`config.mk`:
```
export PLATFORM = sky130hd
export DESIGN_NAME = moore_automate_driver
export DESIGN_NICKNAME = d
export VERILOG_FILES = /design/src/rtl/moore_automate_driver.sv
export SDC_FILE = /design/constraint.sdc
export NUM_CORES = 1
export LEC_CHECK = 0
export ABC_AREA = 1
export BUFFER_PORTS_ARGS = -buffer_cell sky130_fd_sc_hd__buf_2
export CORE_ASPECT_RATIO = 1.25
export CORE_MARGIN = 2
export CORE_UTILIZATION = 50
export DETAILED_ROUTE_END_ITERATION = 10
export PLACE_DENSITY = 0.7
export SLEW_MARGIN = 20
export SYNTH_ARGS = -nofsm -noshare
export SYNTH_HDL_FRONTEND = slang
export SYNTH_SLANG_ARGS = --single-unit
```
`constraint.sdc`:
```
create_clock -name clk -period 1.9 [get_ports clk]
set_input_delay 0.19 -clock clk [delete_from_list [all_inputs] [get_ports clk]]
set_output_delay 0.19 -clock clk [all_outputs]
set_load 0.01 [all_outputs]
```
`src/rtl/moore_automate_driver.sv`:
```
`default_nettype none
`timescale 1ns/1ps
// ============================================================================
// Module   : moore_automate_driver
// Brief    : Drives the Moore automate's `a` input until its `b` output
//            matches a requested code. The feedback is checked after every step.
//            Optional macro MOORE_DRIVER_RETRY_EN re-issues a timed-out step once.
// Revision : 1.0 - initial release
// ============================================================================
module moore_automate_driver #(
  parameter int TIMEOUT = 4
) (
  input  logic       clk,
  input  logic       reset,
  input  logic [1:0] target,
  input  logic       target_valid,
  output logic       target_ready,
  output logic [1:0] a,
  input  logic [1:0] b_in,
  output logic       done,
  output logic       err,
  output logic [1:0] err_code
);

  localparam logic [1:0] c_idle  = 2'd0;
  localparam logic [1:0] c_check = 2'd1;
  localparam logic [1:0] c_step  = 2'd2;
  localparam logic [1:0] c_wait  = 2'd3;

  // Automate output codes per state; 3 never comes from a healthy automate.
  localparam logic [1:0] c_b_c1  = 2'd2;
  localparam logic [1:0] c_b_c2  = 2'd1;
  localparam logic [1:0] c_b_c3  = 2'd0;
  localparam logic [1:0] c_b_bad = 2'd3;

  localparam logic [1:0] c_err_target   = 2'd1;
  localparam logic [1:0] c_err_timeout  = 2'd2;
  localparam logic [1:0] c_err_feedback = 2'd3;

  localparam logic [1:0] c_sym_idle = 2'd0;
  localparam logic [3:0] c_timeout  = 4'(TIMEOUT);

  logic [1:0] r_state;
  logic [1:0] r_target;
  logic [1:0] r_sym;
  logic [1:0] r_exp;
  logic [1:0] r_step_cnt;
  logic [3:0] r_to_cnt;
  logic       r_ready;
  logic [1:0] r_a;
  logic       r_done;
  logic       r_err;
  logic [1:0] r_err_code;
`ifdef MOORE_DRIVER_RETRY_EN
  logic       r_retried;
  logic       w_retried_nxt;
`endif

  logic [1:0] w_state_nxt;
  logic [1:0] w_target_nxt;
  logic [1:0] w_sym_nxt;
  logic [1:0] w_exp_nxt;
  logic [1:0] w_step_nxt;
  logic [3:0] w_to_nxt;
  logic [1:0] w_a_nxt;
  logic       w_ready_nxt;
  logic       w_done_nxt;
  logic       w_err_nxt;
  logic [1:0] w_code_nxt;

  logic       w_hs;
  logic       w_fb_bad;
  logic       w_at_target;
  logic       w_step_over;
  logic       w_wait_hit;
  logic [3:0] w_to_inc;
  logic       w_to_expire;
  logic       w_retry_avail;
  logic [1:0] w_plan_sym;
  logic [1:0] w_plan_exp;

  assign w_hs        = target_valid & r_ready;
  assign w_fb_bad    = (b_in == c_b_bad);
  assign w_at_target = (b_in == r_target);
  assign w_step_over = (r_step_cnt > 2'd2);
  assign w_wait_hit  = (b_in == r_exp);
  assign w_to_inc    = r_to_cnt + 4'd1;
  assign w_to_expire = (w_to_inc == c_timeout);

`ifdef MOORE_DRIVER_RETRY_EN
  assign w_retry_avail = ~r_retried;
`else
  assign w_retry_avail = 1'b0;
`endif

  // One step from the decoded state towards the latched target.
  always_comb begin
    w_plan_sym = c_sym_idle;
    w_plan_exp = b_in;
    case (b_in)
      c_b_c1: begin
        if (r_target == c_b_c2) begin
          w_plan_sym = 2'd1;
          w_plan_exp = c_b_c2;
        end else begin
          w_plan_sym = 2'd2;
          w_plan_exp = c_b_c3;
        end
      end
      c_b_c2: begin
        w_plan_sym = 2'd3;
        w_plan_exp = c_b_c1;
      end
      c_b_c3: begin
        w_plan_sym = 2'd3;
        w_plan_exp = c_b_c2;
      end
      default: begin
        w_plan_sym = c_sym_idle;
        w_plan_exp = b_in;
      end
    endcase
  end

  always_ff @(posedge clk) begin
    if (reset) begin
      r_state    <= c_idle;
      r_target   <= 2'd0;
      r_sym      <= c_sym_idle;
      r_exp      <= 2'd0;
      r_step_cnt <= 2'd0;
      r_to_cnt   <= 4'd0;
      r_ready    <= 1'b0;
      r_a        <= c_sym_idle;
      r_done     <= 1'b0;
      r_err      <= 1'b0;
      r_err_code <= 2'd0;
`ifdef MOORE_DRIVER_RETRY_EN
      r_retried  <= 1'b0;
`endif
    end else begin
      r_state    <= w_state_nxt;
      r_target   <= w_target_nxt;
      r_sym      <= w_sym_nxt;
      r_exp      <= w_exp_nxt;
      r_step_cnt <= w_step_nxt;
      r_to_cnt   <= w_to_nxt;
      r_ready    <= w_ready_nxt;
      r_a        <= w_a_nxt;
      r_done     <= w_done_nxt;
      r_err      <= w_err_nxt;
      r_err_code <= w_code_nxt;
`ifdef MOORE_DRIVER_RETRY_EN
      r_retried  <= w_retried_nxt;
`endif
    end
  end

  always_comb begin
    w_state_nxt   = r_state;
    w_target_nxt  = r_target;
    w_sym_nxt     = r_sym;
    w_exp_nxt     = r_exp;
    w_step_nxt    = r_step_cnt;
    w_to_nxt      = r_to_cnt;
`ifdef MOORE_DRIVER_RETRY_EN
    w_retried_nxt = r_retried;
`endif
    case (r_state)
      c_idle: begin
        if (w_hs) begin
          w_target_nxt = target;
          if (target != c_b_bad) begin
            w_state_nxt = c_check;
            w_step_nxt  = 2'd0;
          end
        end
      end
      c_check: begin
        if (w_fb_bad || w_at_target || w_step_over) begin
          w_state_nxt = c_idle;
        end else begin
          w_state_nxt   = c_step;
          w_sym_nxt     = w_plan_sym;
          w_exp_nxt     = w_plan_exp;
          w_to_nxt      = 4'd0;
`ifdef MOORE_DRIVER_RETRY_EN
          w_retried_nxt = 1'b0;
`endif
        end
      end
      c_step: begin
        w_state_nxt = c_wait;
        w_to_nxt    = 4'd0;
        w_step_nxt  = (r_step_cnt == 2'd3) ? 2'd3 : r_step_cnt + 2'd1;
`ifdef MOORE_DRIVER_RETRY_EN
        // A re-issued symbol is the same step, not a new one.
        if (r_retried) w_step_nxt = r_step_cnt;
`endif
      end
      default: begin
        if (w_wait_hit) begin
          w_state_nxt = c_check;
        end else begin
          w_to_nxt = w_to_inc;
          if (w_to_expire) begin
            if (w_retry_avail) begin
              w_state_nxt   = c_step;
              w_to_nxt      = 4'd0;
`ifdef MOORE_DRIVER_RETRY_EN
              w_retried_nxt = 1'b1;
`endif
            end else begin
              w_state_nxt = c_idle;
            end
          end
        end
      end
    endcase
  end

  always_comb begin
    w_a_nxt     = (w_state_nxt == c_step) ? w_sym_nxt : c_sym_idle;
    w_ready_nxt = (w_state_nxt == c_idle);
    w_done_nxt  = 1'b0;
    w_err_nxt   = 1'b0;
    w_code_nxt  = r_err_code;
    case (r_state)
      c_idle: begin
        if (w_hs && (target == c_b_bad)) begin
          w_err_nxt  = 1'b1;
          w_code_nxt = c_err_target;
        end
      end
      c_check: begin
        if (w_fb_bad) begin
          w_err_nxt  = 1'b1;
          w_code_nxt = c_err_feedback;
        end else if (w_at_target) begin
          w_done_nxt = 1'b1;
        end else if (w_step_over) begin
          w_err_nxt  = 1'b1;
          w_code_nxt = c_err_timeout;
        end
      end
      c_wait: begin
        if (!w_wait_hit && w_to_expire && !w_retry_avail) begin
          w_err_nxt  = 1'b1;
          w_code_nxt = c_err_timeout;
        end
      end
      default: begin
        w_err_nxt = 1'b0;
      end
    endcase
  end

  assign target_ready = r_ready;
  assign a            = r_a;
  assign done         = r_done;
  assign err          = r_err;
  assign err_code     = r_err_code;

endmodule
`default_nettype wire

```
==> results.json, run 1 <==
{
  "place_congestion": 0.906,
  "cts_buffers": 3,
  "hold_path.class": "in2reg",
  "grt_usage_pct": 20.8,
  "ctsRootBufferMaster": "clkbuf_4",
  "ys_seq_area_share_pct": 35.9,
  "synth_area_mm2": 0.00117,
  "maxSlewHeadroom_pct": 66.5,
  "fmax_mhz": 589,
  "finalNetCount": 195,
  "leakagePower_nw": 0.633,
  "dp_cells": 208,
  "critPathKind": "reg2reg",
  "cts-resized-gates": 0,
  "hold_path_startpoint": "reset",
  "antenna_left": 0,
  "drc": 0,
  "fp.dieH_um": 58.1,
  "die_x_um": 47.3,
  "finalMaxSlewViolations": 0,
  "cts.path.max_buffers": 2,
  "yosys.cell_types.count": 26,
  "path_max_fanout": 4,
  "start_util_pct": 52.9,
  "cp.required_ps": 2150,
  "start_kind": "flop",
  "min_path_cells": 2,
  "vias": 1089,
  "ys_seq_elements": 21,
  "wl_mm": 2.42,
  "fin_crit_ps": 1700,
  "yosysTopAreaCellShare_pct": 35.9,
  "synth_edf_count": 0,
  "avgSynthCellArea_um2": 7.05,
  "fin_tns_setup_ps": 0,
  "setup_ws_ps": 203,
  "critPathLaunch": "r_to_cnt[0]$_SDFFE_PP0P_",
  "ir_drop_v": 0.000615,
  "powerDensity_mw_per_mm2": 1150,
  "yosys.area.top_type": "dfxtp_1",
  "clock-skew-final_ps": 7.66,
  "hpwl_mm": 1.85,
  "finalHoldViolCount": 0,
  "synthTopCellsByArea": "dfxtp_1 36%, nand2_1 13%, inv_1 7.7%",
  "setup_violations": 0,
  "area_delta_synth_final_pct": 9.84,
  "reg2reg_depth": 6,
  "htreeDepth": 1,
  "min_to": "r_step_cnt[0]$_SDFFE_PP0P_",
  "cts_tree": "built",
  "synth_flop_cell": "dfxtp_1",
  "syn_nets": 179,
  "grt_max_degree": 13,
  "ios": 14,
  "rsz0062_at_grt": "no",
  "gr-total-overflow": 0,
  "syn-instance-count": 166,
  "drtPass1Iterations": 4,
  "tightest_slew_ps": 502,
  "rr_startpoint": "r_to_cnt[0]$_SDFFE_PP0P_",
  "cts.sinks": 21,
  "r2r_slack_ps": 200,
  "grt_first_pass_wirelength_mm": 4.15,
  "drive_above_1_share_pct": 14.4,
  "ys_warn_count": 0,
  "antenna-diode-count": 0,
  "cp_data_arrival_time_ps": 1940,
  "wl_per_cell_um": 11.4,
  "core_area_mm2": 0.00221,
  "postCtsHoldBufs": 0,
  "antenna_found_initial": 0,
  "regToRegEndpoint": "a[1]$_SDFF_PP0_",
  "stdcell_count": 212,
  "grt_pass1_vias": 1017,
  "die_area_mm2": 0.00275,
  "cts_setup_buffers": 0,
  "numPortBuffers": 13,
  "setup.worst_path.end_class": "flop",
  "cap_violations": 0,
  "power.total_mw": 1.48,
  "rows": 19,
  "ys_async_sr_fraction_pct": 0,
  "period_share_pct": 89.3,
  "initialDrtViolationCount": 40,
  "vias_per_cell": 5.14,
  "status": "finished clean",
  "clkLatencyLatePin_ps": 310,
  "cts.clk_slew.worst_paths_ps": 120,
  "post-place-ws_ps": 316
}
[cell type report]
| cell class | instances | area (um^2) |
|---|---|---|
| clock buffer | 4 | 26.3 |
| multi-input combinational | 117 | 637 |
| inverter | 26 | 97.6 |
| tap | 31 | 38.8 |
| fill | 220 | 926 |
| timing repair buffer | 13 | 65.1 |
| sequential | 21 | 420 |
[metal layers]
layer,track usage [%],vias to the layer above,wire length [um]
li1,-,563,-
met1,26.6,493,1080
met3,3.74,8,71
met4,9.13,0,60
met2,33.0,25,1210
met5,0,-,0
[sequential cells by signal, indices dropped and copies added, names as in the netlist]
name          cells
r_target          2
r_sym             2
a                 2
err               1
done              1
r_to_cnt          4
r_step_cnt        2
r_state           2
target_ready      1
err_code          2
r_exp             2
[cells by family (layout without fill, tap and decap cells)]
kind of cell / count (synthesis) / count (layout) / share of synthesized area [%]
AOI/OAI and AO/OA: 31 / 31 / 15.0
xor gates and xnor gates: 2 / 2 / 1.50
adders and majority gates: 6 / 6 / 6.42
buffers and inverters: 28 / 43 / 9.63
DFF: 21 / 21 / 35.9
and+or+nand+nor: 78 / 78 / 31.6
[Yosys cell counts, types with 2 or more instances]
cell      instances
o21ai_0           9
inv_1            24
o21ai_1           3
nand4_1           3
o21bai_1          2
xor2_1            2
nand2_2           2
nor3_2            2
o211ai_1          2
a21oi_1          12
nor2_1           17
nand3_1           6
dfxtp_1          21
nand2_1          42
nand2_4           2
inv_2             2
ha_1              6
[report_power, final]
part / internal [mW] / switching, mW
clock: 0.0820 / 0.133
sequential: 0.543 / 0.0737
combinational: 0.233 / 0.419
total: 0.858 / 0.625
[worst max-delay path by stage]
stage	depth (start not counted)	slack, ps	to
after floorplan	9	470	a[0]$_SDFF_PP0_
after global placement	7	370	err_code[0]$_SDFFE_PP0P_
after detailed placement	9	320	a[0]$_SDFF_PP0_
after CTS	6	240	a[1]$_SDFF_PP0_
after global routing	6	60	a[1]$_SDFF_PP0_
final	6	200	a[1]$_SDFF_PP0_
[per-stage QoR]
| stage | area, um^2 | hold WS, ps | util (%) |
|---|---|---|---|
| after floorplan | 1170 | 371 | - |
| after global placement | 1260 | 444 | 56.9 |
| after detailed placement | 1260 | 451 | 56.9 |
| after CTS | 1280 | 161 | 58.1 |
| after global routing | 1280 | 160 | 58.1 |
| final | 1280 | 162 | 58.1 |
[critical path: stages (launching register included)]
cell and delay [ps]:
dfxtp_1 410, ha_1 210, nor3b_1 450, o21ai_0 170
nand2_1 110, nand2_1 110, nor3_2 180
[cell usage in the layout, fill, tap and decap left out]
cell type,instances
nand2_1,42
inv_1,24
dfxtp_1,21
nor2_1,17
buf_2,13
a21oi_1,12
o21ai_0,9
nand3_1,6
ha_1,6
nand4_1,3
o21ai_1,3
clkbuf_4,3
inv_2,2
nand2_2,2
o21bai_1,2
nand2_4,2
xor2_1,2
o211ai_1,2
nor3_2,2
nor3b_1,1
o221ai_1,1
nor2_4,1
nand3_4,1
nand3b_1,1
a31oi_1,1
o211a_1,1
clkbuf_1,1
No activity file was read; power rests on OpenSTA's default activity.
==> run 2, diff against run 1 <==
- ABC_AREA: 1 -> unset
==> results.json, run 2 <==
{
  "status": "finished clean",
  "htreeDepth": 1,
  "hold-worst-slack_ps": 139,
  "fin_util_pct": 57.8,
  "rows": 20,
  "drc": 0,
  "antenna_found_initial": 0,
  "setup.worst_path.end_class": "flop",
  "cts_setup_buffers": 0,
  "finalMaxSlewViolations": 0,
  "post-place-ws_ps": 52.2,
  "clock-skew-final_ps": 8.12,
  "fill_cells": 232,
  "multiInputGateArea_um2": 796,
  "gr-total-overflow": 0,
  "path_max_fanout": 5,
  "p_switching_uw": 759,
  "cp_data_arrival_time_ps": 2030,
  "area_delta_synth_final_pct": 10.7,
  "antenna_left": 0,
  "start_kind": "flop",
  "synthTopCellsByArea": "dfxtp_1 33%, ha_1 5.9%, nor2_1 5.0%",
  "maxSlewHeadroom_pct": 77.2,
  "numPortBuffers": 13,
  "avgSynthCellArea_um2": 8.56,
  "drive_above_1_share_pct": 24.1,
  "regMostFlops": "r_to_cnt",
  "ys_seq_elements": 21,
  "tightest_slew_ps": 341,
  "seqPwrFrac_pct": 34.1,
  "r2r_slack_ps": 110,
  "fp.dieH_um": 60.3,
  "regToRegEndpoint": "a[1]$_SDFF_PP0_",
  "ios": 14,
  "grt_usage_pct": 21.0,
  "antenna-diode-count": 0,
  "ff_latch_area_um2": 424,
  "syn_nets": 161,
  "cts-resized-gates": 0,
  "power.internal_mw": 1.04,
  "pwr-share-comb_pct": 53.8,
  "cts.path.max_buffers": 2,
  "grt_max_degree": 17,
  "cts_buffers": 3,
  "ys_async_sr_fraction_pct": 0,
  "ys_warn_count": 0,
  "rr_startpoint": "r_to_cnt[0]$_SDFFE_PP0P_",
  "yosysTopAreaCellShare_pct": 33.2,
  "cp.required_ps": 2140,
  "postCtsHoldBufs": 0,
  "fin_crit_ps": 1790,
  "wl_per_cell_um": 15.0,
  "grt_pass1_vias": 1100,
  "synth_area_mm2": 0.00127,
  "yosysMostFrequentCell": "dfxtp_1",
  "fmax_mhz": 559,
  "powerDensity_mw_per_mm2": 1280,
  "endpoint": "a[1]$_SDFF_PP0_",
  "critPathLaunch": "r_to_cnt[0]$_SDFFE_PP0P_",
  "setup_ws_ps": 111,
  "die_x_um": 49.0,
  "cp_cell_sequence": "ha_1 -> or3b_4 -> and2_0 -> o21ai_1 -> o211ai_1 -> nor3_1",
  "place_congestion": 0.820,
  "wl_mm": 2.93,
  "ctsRootBufferMaster": "clkbuf_4",
  "grt_first_pass_wirelength_mm": 4.80,
  "final_cell_mix": "18 x dfxtp_1, 17 x nor2_1, 13 x buf_2",
  "yosys.area.top_type": "dfxtp_1",
  "critPathKind": "reg2reg",
  "crit_cells": 6,
  "finalHoldViolCount": 0,
  "synth_flop_cell": "dfxtp_1",
  "critical-path-max-stage-delay_ps": 420,
  "cts.clk_slew.worst_paths_ps": 120,
  "ys_seq_area_share_pct": 33.2,
  "path_buf_inv": 0,
  "vias": 1125,
  "hpwl_mm": 2.16,
  "rsz0062_at_grt": "no",
  "cts.sinks": 21,
  "ir_drop_v": 0.000858,
  "initialDrtViolationCount": 51,
  "fin_tns_setup_ps": 0,
  "drtPass1Iterations": 4,
  "start_util_pct": 52.2,
  "power.share.clock_pct": 12.1,
  "leakagePower_nw": 0.534,
  "hold_path.class": "in2reg",
  "die_area_mm2": 0.00296,
  "cp_top_family": "simple AND/OR/NAND/NOR gates",
  "clkLatencyLatePin_ps": 300,
  "final_common_cell": "dfxtp_1",
  "period_share_pct": 94.2,
  "switching_share_pct": 42.2,
  "crit_slowest_cell": "or3b_4",
  "finalNetCount": 176,
  "yosys.cell_types.count": 49,
  "largest_register_ffs": 4,
  "ys_top_cells_by_count": "21 x dfxtp_1, 17 x nor2_1, 12 x nand2_1",
  "cts_tree": "built",
  "syn-instance-count": 148,
  "core_area_mm2": 0.00243,
  "vias_per_cell": 5.77,
  "reg2reg_depth": 6,
  "synth_edf_count": 0,
  "cap_violations": 0,
  "setup_violations": 0
}
## run 2: per-stage QoR
stage | std cells | power, mW | instance area (um^2)
after floorplan | 148 | 1.31 | 1270
after global placement | 191 | 1.50 | 1350
after detailed placement | 191 | 1.53 | 1350
after CTS | 195 | 1.76 | 1380
after global routing | 195 | 1.93 | 1400
final | 195 | 1.80 | 1400
## run 2: power groups by stage
stage               sequential, mW  clock [mW]  combinational [mW]
finish                       0.613       0.218               0.969
global route                 0.628       0.243                1.06
CTS                          0.608       0.222               0.926
detailed placement           0.617           0               0.913
global placement             0.611           0               0.892
floorplan                    0.606           0               0.706
## run 2: worst min-delay path, stage by stage
cell and delay [ps]:
buf_2 100, a21oi_1 60, nor2_1 70
## run 2: worst min path at each step
| stage | start | endpoint | cells after the start |
|---|---|---|---|
| final | target[0] | r_target[0]$_SDFFE_PP0P_ | 3 |
| after global placement | target[1] | r_target[1]$_SDFFE_PP0P_ | 3 |
| after floorplan | reset | r_exp[0]$_SDFFE_PP0P_ | 1 |
| after global routing | target[0] | r_target[0]$_SDFFE_PP0P_ | 3 |
| after CTS | target[0] | r_target[0]$_SDFFE_PP0P_ | 3 |
| after detailed placement | target[0] | r_target[0]$_SDFFE_PP0P_ | 3 |
## run 2: cell families (layout without fill, tap and decap cells)
family          count (synthesis)  after routing  synth area share [%]
flops                          21             21                  33.2
mux                             2              2                  1.58
xor+xnor                        4              4                  3.95
buf+inv                        14             28                  5.43
fa+ha+maj                       6              6                  5.92
compound gates                 48             48                  29.3
simple gates                   53             53                  20.6
## run 2: layout make-up
class                           instances  share of cell area, %
Clock buffer                            3                   1.61
Clock inverter                          1                  0.357
Inverter                                9                   2.41
Multi-Input combinational cell        113                   56.7
Sequential cell                        21                   30.2
Tap cell                               33                   2.94
Timing Repair Buffer                   15                   5.71
## run 2: per-layer routing
| layer | track usage (%) | vias up | routed length (um) |
|---|---|---|---|
| li1 | - | 557 | - |
| met1 | 24.0 | 549 | 1270 |
| met2 | 39.7 | 15 | 1540 |
| met3 | 3.25 | 4 | 75 |
| met4 | 7.76 | 0 | 36 |
| met5 | 0 | - | 0 |
